<file path="config.mk">
export PLATFORM = sky130hd
export DESIGN_NAME = mbist_controller
export DESIGN_NICKNAME = d
export VERILOG_FILES = /design/src/rtl/mbist_controller.sv
export SDC_FILE = /design/constraint.sdc
export NUM_CORES = 1
export LEC_CHECK = 0
export CAP_MARGIN = 5
export CORE_MARGIN = 5
export CORE_UTILIZATION = 42
export CTS_BUF_LIST = sky130_fd_sc_hd__clkbuf_8
export DETAILED_ROUTE_END_ITERATION = 12
export GPL_TIMING_DRIVEN = 1
export PLACE_DENSITY = 0.69
export SLEW_MARGIN = 0
export SYNTH_ARGS = -nofsm -noshare
export SYNTH_HDL_FRONTEND = slang
export SYNTH_SLANG_ARGS = --single-unit
export TNS_END_PERCENT = 100
</file>
<file path="constraint.sdc">
create_clock -name clk -period 2.2 [get_ports clk]
set_input_delay 0.44 -clock clk [delete_from_list [all_inputs] [get_ports clk]]
set_output_delay 0.44 -clock clk [all_outputs]
set_load 0.005 [all_outputs]
</file>
<file path="src/rtl/mbist_controller.sv">
// March C- memory BIST controller.
//
// On an accepted start it takes the memory through the normal/BIST mux
// (NbarT=1), runs the six March C- elements with all-zeros/all-ones
// patterns, and checks the returned read data through a one-deep check
// stage. When the test finishes it gives the memory back (NbarT=0) and
// holds done, the sticky fail flag and the first failing address.
//
// Ports:
//   clk        rising-edge clock
//   rst        asynchronous active-high reset
//   start      one-cycle request, honoured only in IDLE or DONE
//   data_in    memory read data, valid the cycle after a re cycle
//   NbarT      mux select, 1 = BIST owns the memory
//   addr_out   BIST address
//   data_out   BIST write data
//   we         BIST write enable
//   re         BIST read enable
//   done       test complete (level)
//   fail       sticky mismatch flag for the current run
//   fail_addr  address of the first mismatch, valid when fail=1
module mbist_controller #(
    parameter int unsigned ADDR_WIDTH = 4,
    parameter int unsigned WIDTH      = 10
) (
    input  logic                  clk,
    input  logic                  rst,
    input  logic                  start,
    input  logic [WIDTH-1:0]      data_in,
    output logic                  NbarT,
    output logic [ADDR_WIDTH-1:0] addr_out,
    output logic [WIDTH-1:0]      data_out,
    output logic                  we,
    output logic                  re,
    output logic                  done,
    output logic                  fail,
    output logic [ADDR_WIDTH-1:0] fail_addr
);

    localparam logic [3:0] StIdle  = 4'd0;
    localparam logic [3:0] StM0    = 4'd1;
    localparam logic [3:0] StM1    = 4'd2;
    localparam logic [3:0] StM2    = 4'd3;
    localparam logic [3:0] StM3    = 4'd4;
    localparam logic [3:0] StM4    = 4'd5;
    localparam logic [3:0] StM5    = 4'd6;
    localparam logic [3:0] StFlush = 4'd7;
    localparam logic [3:0] StDone  = 4'd8;

    localparam logic PhRead  = 1'b0;
    localparam logic PhWrite = 1'b1;

    localparam logic [ADDR_WIDTH-1:0] AddrMax = {ADDR_WIDTH{1'b1}};
    localparam logic [ADDR_WIDTH-1:0] AddrMin = {ADDR_WIDTH{1'b0}};

    logic [3:0]            state_q, state_d;
    logic                  phase_q, phase_d;
    logic [ADDR_WIDTH-1:0] addr_q, addr_d;

    logic                  nbart_q, nbart_d;
    logic [ADDR_WIDTH-1:0] addr_out_q, addr_out_d;
    logic [WIDTH-1:0]      data_out_q, data_out_d;
    logic                  we_q, we_d;
    logic                  re_q, re_d;
    logic                  done_q, done_d;
    logic                  fail_q, fail_d;
    logic [ADDR_WIDTH-1:0] fail_addr_q, fail_addr_d;

    // Check stage: one outstanding read, its expected pattern and address.
    logic                  chk_valid_q, chk_valid_d;
    logic                  chk_ones_q, chk_ones_d;
    logic [ADDR_WIDTH-1:0] chk_addr_q, chk_addr_d;

    logic accept;
    logic is_op_d;
    logic two_op_d;

    assign accept = start && ((state_q == StIdle) || (state_q == StDone));

    // Sequencer: state, read/write phase and address for the next cycle.
    always_comb begin
        state_d = state_q;
        phase_d = phase_q;
        addr_d  = addr_q;
        case (state_q)
            StIdle, StDone: begin
                if (accept) begin
                    state_d = StM0;
                    phase_d = PhRead;
                    addr_d  = AddrMin;
                end
            end
            StM0: begin
                if (addr_q == AddrMax) begin
                    state_d = StM1;
                    addr_d  = AddrMin;
                end else begin
                    addr_d = addr_q + 1'b1;
                end
            end
            StM1, StM2: begin
                if (phase_q == PhRead) begin
                    phase_d = PhWrite;
                end else begin
                    phase_d = PhRead;
                    if (addr_q == AddrMax) begin
                        if (state_q == StM1) begin
                            state_d = StM2;
                            addr_d  = AddrMin;
                        end else begin
                            state_d = StM3;
                            addr_d  = AddrMax;
                        end
                    end else begin
                        addr_d = addr_q + 1'b1;
                    end
                end
            end
            StM3, StM4: begin
                if (phase_q == PhRead) begin
                    phase_d = PhWrite;
                end else begin
                    phase_d = PhRead;
                    if (addr_q == AddrMin) begin
                        state_d = (state_q == StM3) ? StM4 : StM5;
                        addr_d  = AddrMax;
                    end else begin
                        addr_d = addr_q - 1'b1;
                    end
                end
            end
            StM5: begin
                if (addr_q == AddrMin) begin
                    state_d = StFlush;
                end else begin
                    addr_d = addr_q - 1'b1;
                end
            end
            StFlush: state_d = StDone;
            default: state_d = StIdle;
        endcase
    end

    // Registered outputs are decoded from the next state so they line up with
    // the sequencer registers.
    always_comb begin
        is_op_d  = (state_d >= StM0) && (state_d <= StM5);
        two_op_d = (state_d >= StM1) && (state_d <= StM4);
        nbart_d  = (state_d != StIdle) && (state_d != StDone);
        done_d   = (state_d == StDone);
        we_d     = (state_d == StM0) || (two_op_d && (phase_d == PhWrite));
        re_d     = (state_d == StM5) || (two_op_d && (phase_d == PhRead));
        addr_out_d = is_op_d ? addr_d : AddrMin;
        // M1 and M3 write ones; M0, M2, M4 write zeros.
        if (we_d && ((state_d == StM1) || (state_d == StM3))) begin
            data_out_d = {WIDTH{1'b1}};
        end else begin
            data_out_d = {WIDTH{1'b0}};
        end
    end

    // Check pipeline: capture the read issued this cycle, compare the read
    // captured last cycle against data_in.
    always_comb begin
        chk_valid_d = re_q;
        chk_ones_d  = (state_q == StM2) || (state_q == StM4);
        chk_addr_d  = addr_out_q;
        fail_d      = fail_q;
        fail_addr_d = fail_addr_q;
        if (chk_valid_q && (data_in != {WIDTH{chk_ones_q}})) begin
            fail_d = 1'b1;
            if (!fail_q) begin
                fail_addr_d = chk_addr_q;
            end
        end
        if (accept) begin
            chk_valid_d = 1'b0;
            fail_d      = 1'b0;
            fail_addr_d = AddrMin;
        end
    end

    always_ff @(posedge clk or posedge rst) begin
        if (rst) begin
            state_q     <= StIdle;
            phase_q     <= PhRead;
            addr_q      <= AddrMin;
            nbart_q     <= 1'b0;
            addr_out_q  <= AddrMin;
            data_out_q  <= {WIDTH{1'b0}};
            we_q        <= 1'b0;
            re_q        <= 1'b0;
            done_q      <= 1'b0;
            fail_q      <= 1'b0;
            fail_addr_q <= AddrMin;
            chk_valid_q <= 1'b0;
            chk_ones_q  <= 1'b0;
            chk_addr_q  <= AddrMin;
        end else begin
            state_q     <= state_d;
            phase_q     <= phase_d;
            addr_q      <= addr_d;
            nbart_q     <= nbart_d;
            addr_out_q  <= addr_out_d;
            data_out_q  <= data_out_d;
            we_q        <= we_d;
            re_q        <= re_d;
            done_q      <= done_d;
            fail_q      <= fail_d;
            fail_addr_q <= fail_addr_d;
            chk_valid_q <= chk_valid_d;
            chk_ones_q  <= chk_ones_d;
            chk_addr_q  <= chk_addr_d;
        end
    end

    assign NbarT     = nbart_q;
    assign addr_out  = addr_out_q;
    assign data_out  = data_out_q;
    assign we        = we_q;
    assign re        = re_q;
    assign done      = done_q;
    assign fail      = fail_q;
    assign fail_addr = fail_addr_q;

endmodule

</file>
**Word level (Yosys, flattened, before mapping)**

Index checks and enable logic that the tools add are counted.

- Logic and storage cells: 90
- Output and inout port bits: 23
- Register bits: 38

- Reductions and logical operators: 22
- $add $sub $neg: 2
- Bitwise operators: 1
- Equal/unequal tests: 17
- Magnitude comparators: 4
- Mux-type cells: 30

Operators by type and width:

| operator | number |
|---|---|
| two-way mux 4 bit | 19 |
| equality test 4 x 3 -> 1 bit (second input constant) | 6 |
| one-hot mux 4 bit (6 select lines) | 1 |
| one-hot mux 4 bit (5 select lines) | 1 |
| equality test 4 x 2 -> 1 bit (second input constant) | 3 |
| equality test 4 bit (second input constant) | 3 |
| two-way mux 10 bit | 1 |
| inequality test 10 bit | 1 |
| equality test 4 x 1 -> 1 bit (second input constant) | 2 |
| less-or-equal comparator 4 x 3 -> 1 bit (second input constant) | 2 |
| logical AND 1 bit | 8 |
| zero test 4 bit | 2 |
| OR reduction 2 bit | 3 |
| logical OR 1 bit | 5 |
| two-way mux 1 bit | 5 |
| adder 4 x 1 -> 4 bit (second input constant) | 1 |
| >= comparator 4 x 1 -> 1 bit (second input constant) | 1 |
| >= comparator 4 x 2 -> 1 bit (second input constant) | 1 |
| inequality test 4 bit (second input constant) | 1 |
| nonzero test 4 bit | 1 |
| OR reduction 4 bit | 1 |
| subtractor 4 x 1 -> 4 bit (second input constant) | 1 |
| two-way mux 3 bit | 1 |
| two-way mux 2 bit | 1 |
| 5 further kinds | 5 |

**Logic depth before layout (Yosys ltp)**

- Depth in word-level cells: 11
- Mapped depth: 9
- Mapped depth without buffers: 9

**Least setup slack after synthesis**

OpenSTA, ideal clock, no wires.

- Kind: reg2reg
- Start point: reg addr_q[0]
- End point: reg addr_out_q[0] (netlist: addr_out[0])
- Arrival: 1.787 ns
- Slack: 0.283 ns
- Stages on the path, launching flop included: 10
- Cells stage by stage: dfrtp_1 > inv_1 > ha_1 > nor3b_2 > inv_2 > ha_1 > nand2_1 > o21ai_0 > a221o_1 > nor2b_1

- Elaborated cells on any way between the ends: 23
- Those cells by class: add/sub (2); order compare (2); eq/ne (1); mux (16); reduce/logical (2)

RTL lines:

| item | RTL line | RTL |
|---|---|---|
| start: declaration | 58 | `logic [ADDR_WIDTH-1:0] addr_q, addr_d;` |
| start signal: assignment | 187 | `addr_q <= AddrMin;` |
| start signal: assignment | 202 | `addr_q <= addr_d;` |
| subtractor 4 x 1 -> 4 bit (tied with other cells) | 128, 136 |  |
| two-way mux 4 bit (on tied branches) | 124, 106 |  |
| two-way mux 4 bit (on tied branches) | 120, 102 |  |
| one-hot mux 4 bit (5 select lines) * | 85 | `case (state_q)` |
| via addr_d[0] | 58 |  |
| two-way mux 4 bit * | 153 | `addr_out_d = is_op_d ? addr_d : AddrMin;` |
| via addr_out_d[0] | 61 | `logic [ADDR_WIDTH-1:0] addr_out_q, addr_out_d;` |
| end signal: assignment | 189 | `addr_out_q <= AddrMin;` |
| end signal: assignment | 204 | `addr_out_q <= addr_out_d;` |
| end: declaration | 61 |  |

Mark *: on every way through the listed nets, which the timed path passes. The rest lies on a longest branch.
A chain may end at the register's enable or synchronous reset.

**Worst setup path in the final report**

- Start point: reg addr_q[0]
- End point: reg nbart_q (netlist: NbarT)

- Cells in the longest elaborated chain, start to end: 6
- Elaborated cells on any way between the ends: 12
- Those cells by class: eq/ne (2); mux (7); reduce/logical (3)

RTL lines:

| item | RTL line | RTL |
|---|---|---|
| equality test 4 bit or zero test 4 bit (tied branches) | - |  |
| two-way mux 4 bit (on tied branches) | 106, 124 |  |
| two-way mux 4 bit (on tied branches) | 102, 120 |  |
| one-hot mux 4 bit (6 select lines) * | 85 |  |
| via state_d[0] | 56 | `logic [3:0] state_q, state_d;` |
| inequality test 4 bit or nonzero test 4 bit (tied branches) | 149 | `nbart_d = (state_d != StIdle) && (state_d != StDone);` |
| logical AND 1 bit * | 149 |  |
| via nbart_d | 60 | `logic nbart_q, nbart_d;` |
| end signal: assignment | 203 | `nbart_q <= nbart_d;` |
| end: declaration | 60 |  |

Marked as above.

==> results.yml <==
synthesis:
  synth.lib_cells_used.distinct: 49
  mappedNetlistNets: 210
  synth-seq-area-share_pct: 40.0
  ys_async_sr_fraction_pct: 100
  postSynthCellCount: 194
  synth.area.top_cells: "sky130_fd_sc_hd__dfrtp_1 (40%), sky130_fd_sc_hd__buf_4 (5.0%), sky130_fd_sc_hd__a21oi_1 (4.1%), sky130_fd_sc_hd__mux2i_1 (3.9%), sky130_fd_sc_hd__nand2_1 (3.5%)"
  synth_top_area_share_pct: 40.0
  postSynthAreaPerCell_um2: 9.35
  synth-edff-count: 0
  synth_flop_cell: "sky130_fd_sc_hd__dfrtp_1"
  netlist.top_cell.by_area: "sky130_fd_sc_hd__dfrtp_1"
  ys_seq_elements: 29
  synth.yosys.warnings: 0
  synthesis.area_mm2: 0.00181
sta:
  hold_viol_final: 0
  clock-skew-final_ns: 0.00405
  final_period_minus_worst_setup_slack_ns: 2.07
  max_slew_headroom_pct: 48.3
  post-route-worst-setup-slack_ns: 0.128
  final_period_utilization_pct: 94.2
  finalSetupViolCount: 0
  number_of_slew_limit_violations_in_the_final_report: 0
  tightest_slew_ns: 0.765
  fmaxAchievable_mhz: 483
route:
  post_drt_via_cell_ratio: 5.69
  final_antenna_net_count: 0
  route.detailed.drc: 0
  first_iter_violations: 88
  dr_total_vias: 1610
  firstDrtPassIters: 4
  postRouteWirelength_um: 4500
  drt-wirelength-per-cell_um: 15.9
grt:
  total_gr_overflow: 0
  antenna_violations_before_repair: 0
  gr-usage-all-layers_pct: 16.6
  grt_start_max_net_pins: 30
  grt_pass1_wl_um: 7050
  first_global_vias: 1521
floorplanning:
  placementRows: 23
  dieHeight_um: 75.7
  dieArea_mm2: 0.00573
  fp.dieW_um: 75.7
  effective_utilization_at_floorplan_pct: 44.4
  core-area_mm2: 0.00409
  io_pins: 36
pwr:
  power.density_mw_per_mm2: 1270
  power_frac_seq_pct: 33.7
  p_clk_share_pct: 15.9
  p_leak_nw: 0.967
  switchingPower_mw: 1.15
  cell_internal_pwr_mw: 1.82
  power_switching_share_pct: 38.7
  comb_power_share_pct: 50.4
  ir_drop_mv: 0.617
finish:
  layout.filler_cells: 375
  layout.nets: 248
  finish.cell_count_without_fillers: 283
  finish.utilization_pct: 57.2
  post_route_cells_drive_above_1_share_pct: 16.3
  layout.cells.most_common_list: "sky130_fd_sc_hd__clkdlybuf4s50_1 (35), sky130_fd_sc_hd__dfrtp_1 (27), sky130_fd_sc_hd__nand2_1 (17)"
  diodes: 0
  most_common_cell_after_layout_fill_and_taps_aside: "sky130_fd_sc_hd__clkdlybuf4s50_1"
  area_growth_pct: 28.9
critical_path:
  critical_path.max_fanout: 7
  r2r_depth: 7
  timing.setup.critical_path_class: "flop to flop"
  setup.worst_path.end: "NbarT"
  worst-endpoint-arrival_ns: 2.23
  reg2reg_setup_slack_ns: 0.13
  setup.worst_path.start_class: "flop"
  r2r_start: "addr_q[0]"
  timing.critical_path.to_type: "flop"
  wp_data_required_ns: 2.35
  r2r_end: "NbarT"
  crit_start: "addr_q[0]"
placed_design:
  io_buffer_count: 35
  place.detailed.instances: 272
  gp_congestion: 0.990
  dp_slack_ns: -0.357
  dp.final_hpwl_um: 3370
outcome:
  outcome: "finished, final reports clean"
clock_tree:
  cts_buffer_depth: 2
  numClockSinks: 29
  cts.clk_slew.worst_paths_ns: 0.06
  htree_num_levels: 2
  cts_made_buffers: 5
  root_buffer: "sky130_fd_sc_hd__clkbuf_8"
  clock_insertion_delay_worst_skew_ns: 0.28
  cts_tree: "done"
run:
  cap_violations: 0
worst_hold_path:
  hold_path.class: "flop to flop"
-- synthesized netlist by cell type (3+ instances only) --
cell type and count:
sky130_fd_sc_hd__nand2_1 17, sky130_fd_sc_hd__a21oi_1 15, sky130_fd_sc_hd__nand2b_1 5, sky130_fd_sc_hd__inv_1 7, sky130_fd_sc_hd__dfrtp_1 29, sky130_fd_sc_hd__o32ai_1 4
sky130_fd_sc_hd__nor2_1 11, sky130_fd_sc_hd__mux2i_1 7, sky130_fd_sc_hd__buf_2 6, sky130_fd_sc_hd__a21o_1 3, sky130_fd_sc_hd__o21ai_0 7, sky130_fd_sc_hd__nor3_1 7
sky130_fd_sc_hd__buf_4 12, sky130_fd_sc_hd__nor2b_1 6, sky130_fd_sc_hd__nand4_1 5, sky130_fd_sc_hd__nand3_1 5, sky130_fd_sc_hd__or3_1 3, sky130_fd_sc_hd__ha_1 3
-- what timing repair did --
item | in CTS | in global routing
pin swaps | 0 | 3
gates resized for setup | 1 | 4
buffers inserted | 0 | 3
endpoints found under the setup margin | 4 | 3
hold buffers | 0 | 0
-- layout make-up --
cell class	count	area, um^2	share of cell area [%]
inverter	9	35.0	1.50
clock inverter	1	5.00	0.214
timing repair buffer	51	470	20.1
multi-input combinational	136	940	40.2
sequential	29	728	31.2
clock buffer	7	96.3	4.12
tap	50	62.6	2.68
-- power groups by stage --
stage               logic, mW  registers, mW  clock network [mW]
floorplan                1.01          0.875                   0
global placement         1.43          0.988                   0
detailed placement       1.44          0.992                   0
CTS                      1.45          0.985               0.490
global route             1.66           1.03               0.511
finish                   1.49          0.998               0.472
-- worst max-delay path: stages, from the launching register on --
cell and delay (ns):
sky130_fd_sc_hd__dfrtp_2 0.46, sky130_fd_sc_hd__inv_1 0.09, sky130_fd_sc_hd__ha_2 0.19, sky130_fd_sc_hd__nor4bb_1 0.30
sky130_fd_sc_hd__o32a_1 0.26, sky130_fd_sc_hd__o221ai_4 0.15, sky130_fd_sc_hd__buf_4 0.17, sky130_fd_sc_hd__or3_1 0.33
-- per-layer routing --
| metal | global-route usage, % | wire length, um | vias to the layer above |
|---|---|---|---|
| li1 | - | - | 778 |
| met1 | 21.9 | 1910 | 773 |
| met2 | 25.8 | 2180 | 55 |
| met3 | 5.54 | 360 | 4 |
| met4 | 5.44 | 45 | 0 |
| met5 | 0 | 0 | - |
-- how the worst min path moves through the flow --
| stage | cells after the start | end | start | slack (ns) |
|---|---|---|---|---|
| after global routing | 0 | chk_addr_q[1] | addr_out[1] | 0.39 |
| final | 0 | chk_addr_q[2] | addr_out[2] | 0.37 |
| after global placement | 0 | chk_addr_q[3] | addr_out[3] | 0.36 |
| after floorplan | 0 | chk_addr_q[0] | addr_out[0] | 0.38 |
| after CTS | 0 | chk_addr_q[2] | addr_out[2] | 0.38 |
| after detailed placement | 0 | chk_addr_q[2] | addr_out[2] | 0.36 |
-- metrics by stage --
stage	TNS (ns)	cell area, um^2	total power, mW	hold WS (ns)
finish	0	2340	2.96	0.371
global route	-0.00273	2340	3.20	0.393
CTS	0	2300	2.92	0.379
detailed placement	-1.34	2200	2.43	0.359
global placement	-0.582	2200	2.41	0.359
floorplan	0	1810	1.88	0.376
-- flip-flops by register name, indices dropped and copies added, names as in the netlist --
register     cells
phase_q          1
addr_q           4
NbarT            1
we               1
fail_addr        4
chk_ones_q       1
chk_addr_q       4
addr_out         4
done             1
re               1
fail             1
data_out         1
state_q          4
chk_valid_q      1
-- cells by family after synthesis --
| kind of cell | synth area share [%] |
|---|---|
| AOI/OAI and AO/OA | 18.7 |
| xor gates and xnor gates | 1.45 |
| adders and majority gates | 2.07 |
| buffers and inverters | 8.97 |
| DFF | 40.0 |
| muxes | 3.86 |
| and+or+nand+nor | 24.9 |
(Power assumes the default switching activity.)
==> RTL edit (config.mk and constraints unchanged) <==
The parameter `ADDR_WIDTH` goes from 4 to 3.
--- a/src/rtl/mbist_controller.sv
+++ b/src/rtl/mbist_controller.sv
@@ -20,7 +20,7 @@
 //   fail       sticky mismatch flag for the current run
 //   fail_addr  address of the first mismatch, valid when fail=1
 module mbist_controller #(
-    parameter int unsigned ADDR_WIDTH = 4,
+    parameter int unsigned ADDR_WIDTH = 3,
     parameter int unsigned WIDTH      = 10
 ) (
     input  logic                  clk,
Ports: changed (resized addr_out and fail_addr); port bits go from 36 to 34. No check against the original RTL was run, so the function may have changed too.
==> RTL edit against the original RTL <==
  * Design area is 12% lower
  * Global-route usage is 1.8 points lower
  * Sequential cell count is 4 lower
  * Worst hold slack better by 0.013 ns
  * Via count is 15% lower
  * Wire length is 18% lower
  * Worst setup slack worse by 0.0070 ns
  * Non-clock buffer count is 5 lower
  * Total power is 8.8% lower
  * Clock skew is 0.0015 ns higher
  * Synthesized area is 11% lower
  * Maximum frequency is 0.34% lower
  * Critical path depth is 1 higher
  * Die area is 9.6% lower
  * Critical path type unchanged
==> RTL edit: results <==
[outcome]
status = "finished clean"

[place]
port_buffers = 33
post-place-ws_ns = -0.007798
gp_congestion = 0.8661
place_hpwl_mm = 2.921

[timing]
worst_pin_slew_ns = 0.6916
fin_worst_skew_ns = 0.005599

[global_route]
grt_use_total_pct = 14.84
grt_pass1_vias = 1311
antenna_found_initial = 0
overflow = 0
grt_pass1_wl_mm = 6.120
grt_max_degree = 26

[synth]
synth_nets = 187
ys_seq_area_share_pct = 38.79
ys_top_cells_by_area = "dfrtp_1 39%, ha_1 4.7%, buf_4 4.2%"
ys_types = 54
netlist_top_cells_count = "25 x dfrtp_1, 9 x buf_4, 9 x nor2_1"

[final_layout]
nFillCells = 331
drive_above_1_share_pct = 16.00
nets = 220
antenna_cells = 0

[cts]
cts-htree-levels = 1
clk_latency_ns = 0.26
cts_made_buffers = 3
clk_pin_slew_ns = 0.08

[routing]
initialDrtViolationCount = 50
viasPerCell = 5.548
wl_per_cell_um = 14.90

[worst_setup_path]
critPathMaxFanout = 4
cp_slowest_cell = "dfrtp_1"
worst_path_largest_cell_delay_ns = 0.41
cp_top_family = "compound AO/OA/AOI/OAI gates"
crit_arrival_ns = 2.23

[power_and_ir_drop]
peakVddDrop_mv = 0.4791
power.leakage_uw = 0.0008998
p_per_area_mw_per_mm2 = 1322
RTL edit: path summary, 6_finish.rpt:
check,from,endpoint,slack (ns),cells past startpoint
hold / removal,addr_out[0],chk_addr_q[0],0.38,0
setup reg to reg,addr_q[0],addr_out[0],0.12,8
setup / recovery,addr_q[0],addr_out[0],0.12,8
max in group asynchronous,rst,fail_addr[1],1.44,3
min in group asynchronous,rst,chk_valid_q,0.52,3
hold reg to reg,addr_out[0],chk_addr_q[0],0.38,0
RTL edit: power breakdown:
group / leakage [µW] / internal, µW / switching (µW)
clock network: 0.0000269 / 124 / 128
registers: 0.000319 / 642 / 164
logic: 0.000554 / 873 / 772
total: 0.000900 / 1640 / 1060
RTL edit: metal layers:
metal	part of all wire, %	GRT usage [%]
met2	51	25.51
met4	1.8	5.219
met1	40	18.35
met5	0	0
met3	7.4	3.186
RTL edit: through the flow:
stage                     setup TNS, ns  cells  cell area (µm²)
after floorplan                       0    168             1613
after global placement                0    244             1986
after detailed placement      -0.007798    244             1986
after CTS                             0    248             2031
after global routing                  0    248             2046
final                                 0    248             2046
RTL edit: what timing repair did:
action / 4_1_cts / 5_1_grt
hold buffers: 0 / 0
endpoints found under the setup margin: 0 / 6
resized for setup: 0 / 5
RTL edit: logic make-up after synthesis:
group,Yosys count,share of synthesized area (%)
mux,9,5.818
fa+ha+maj,6,4.655
simple gates,60,22.42
compound gates,39,18.00
buf+inv,27,9.231
xor+xnor,2,1.086
flops,25,38.79
RTL edit: cell type report:
cell class	count	area [µm²]	share of cell area, %
Inverter	9	33.78	1.651
Clock inverter	1	3.754	0.1835
Tap cell	48	60.06	2.936
Timing Repair Buffer	46	427.9	20.92
Multi-Input combinational cell	116	853.3	41.71
Clock buffer	3	41.29	2.018
Sequential cell	25	625.6	30.58
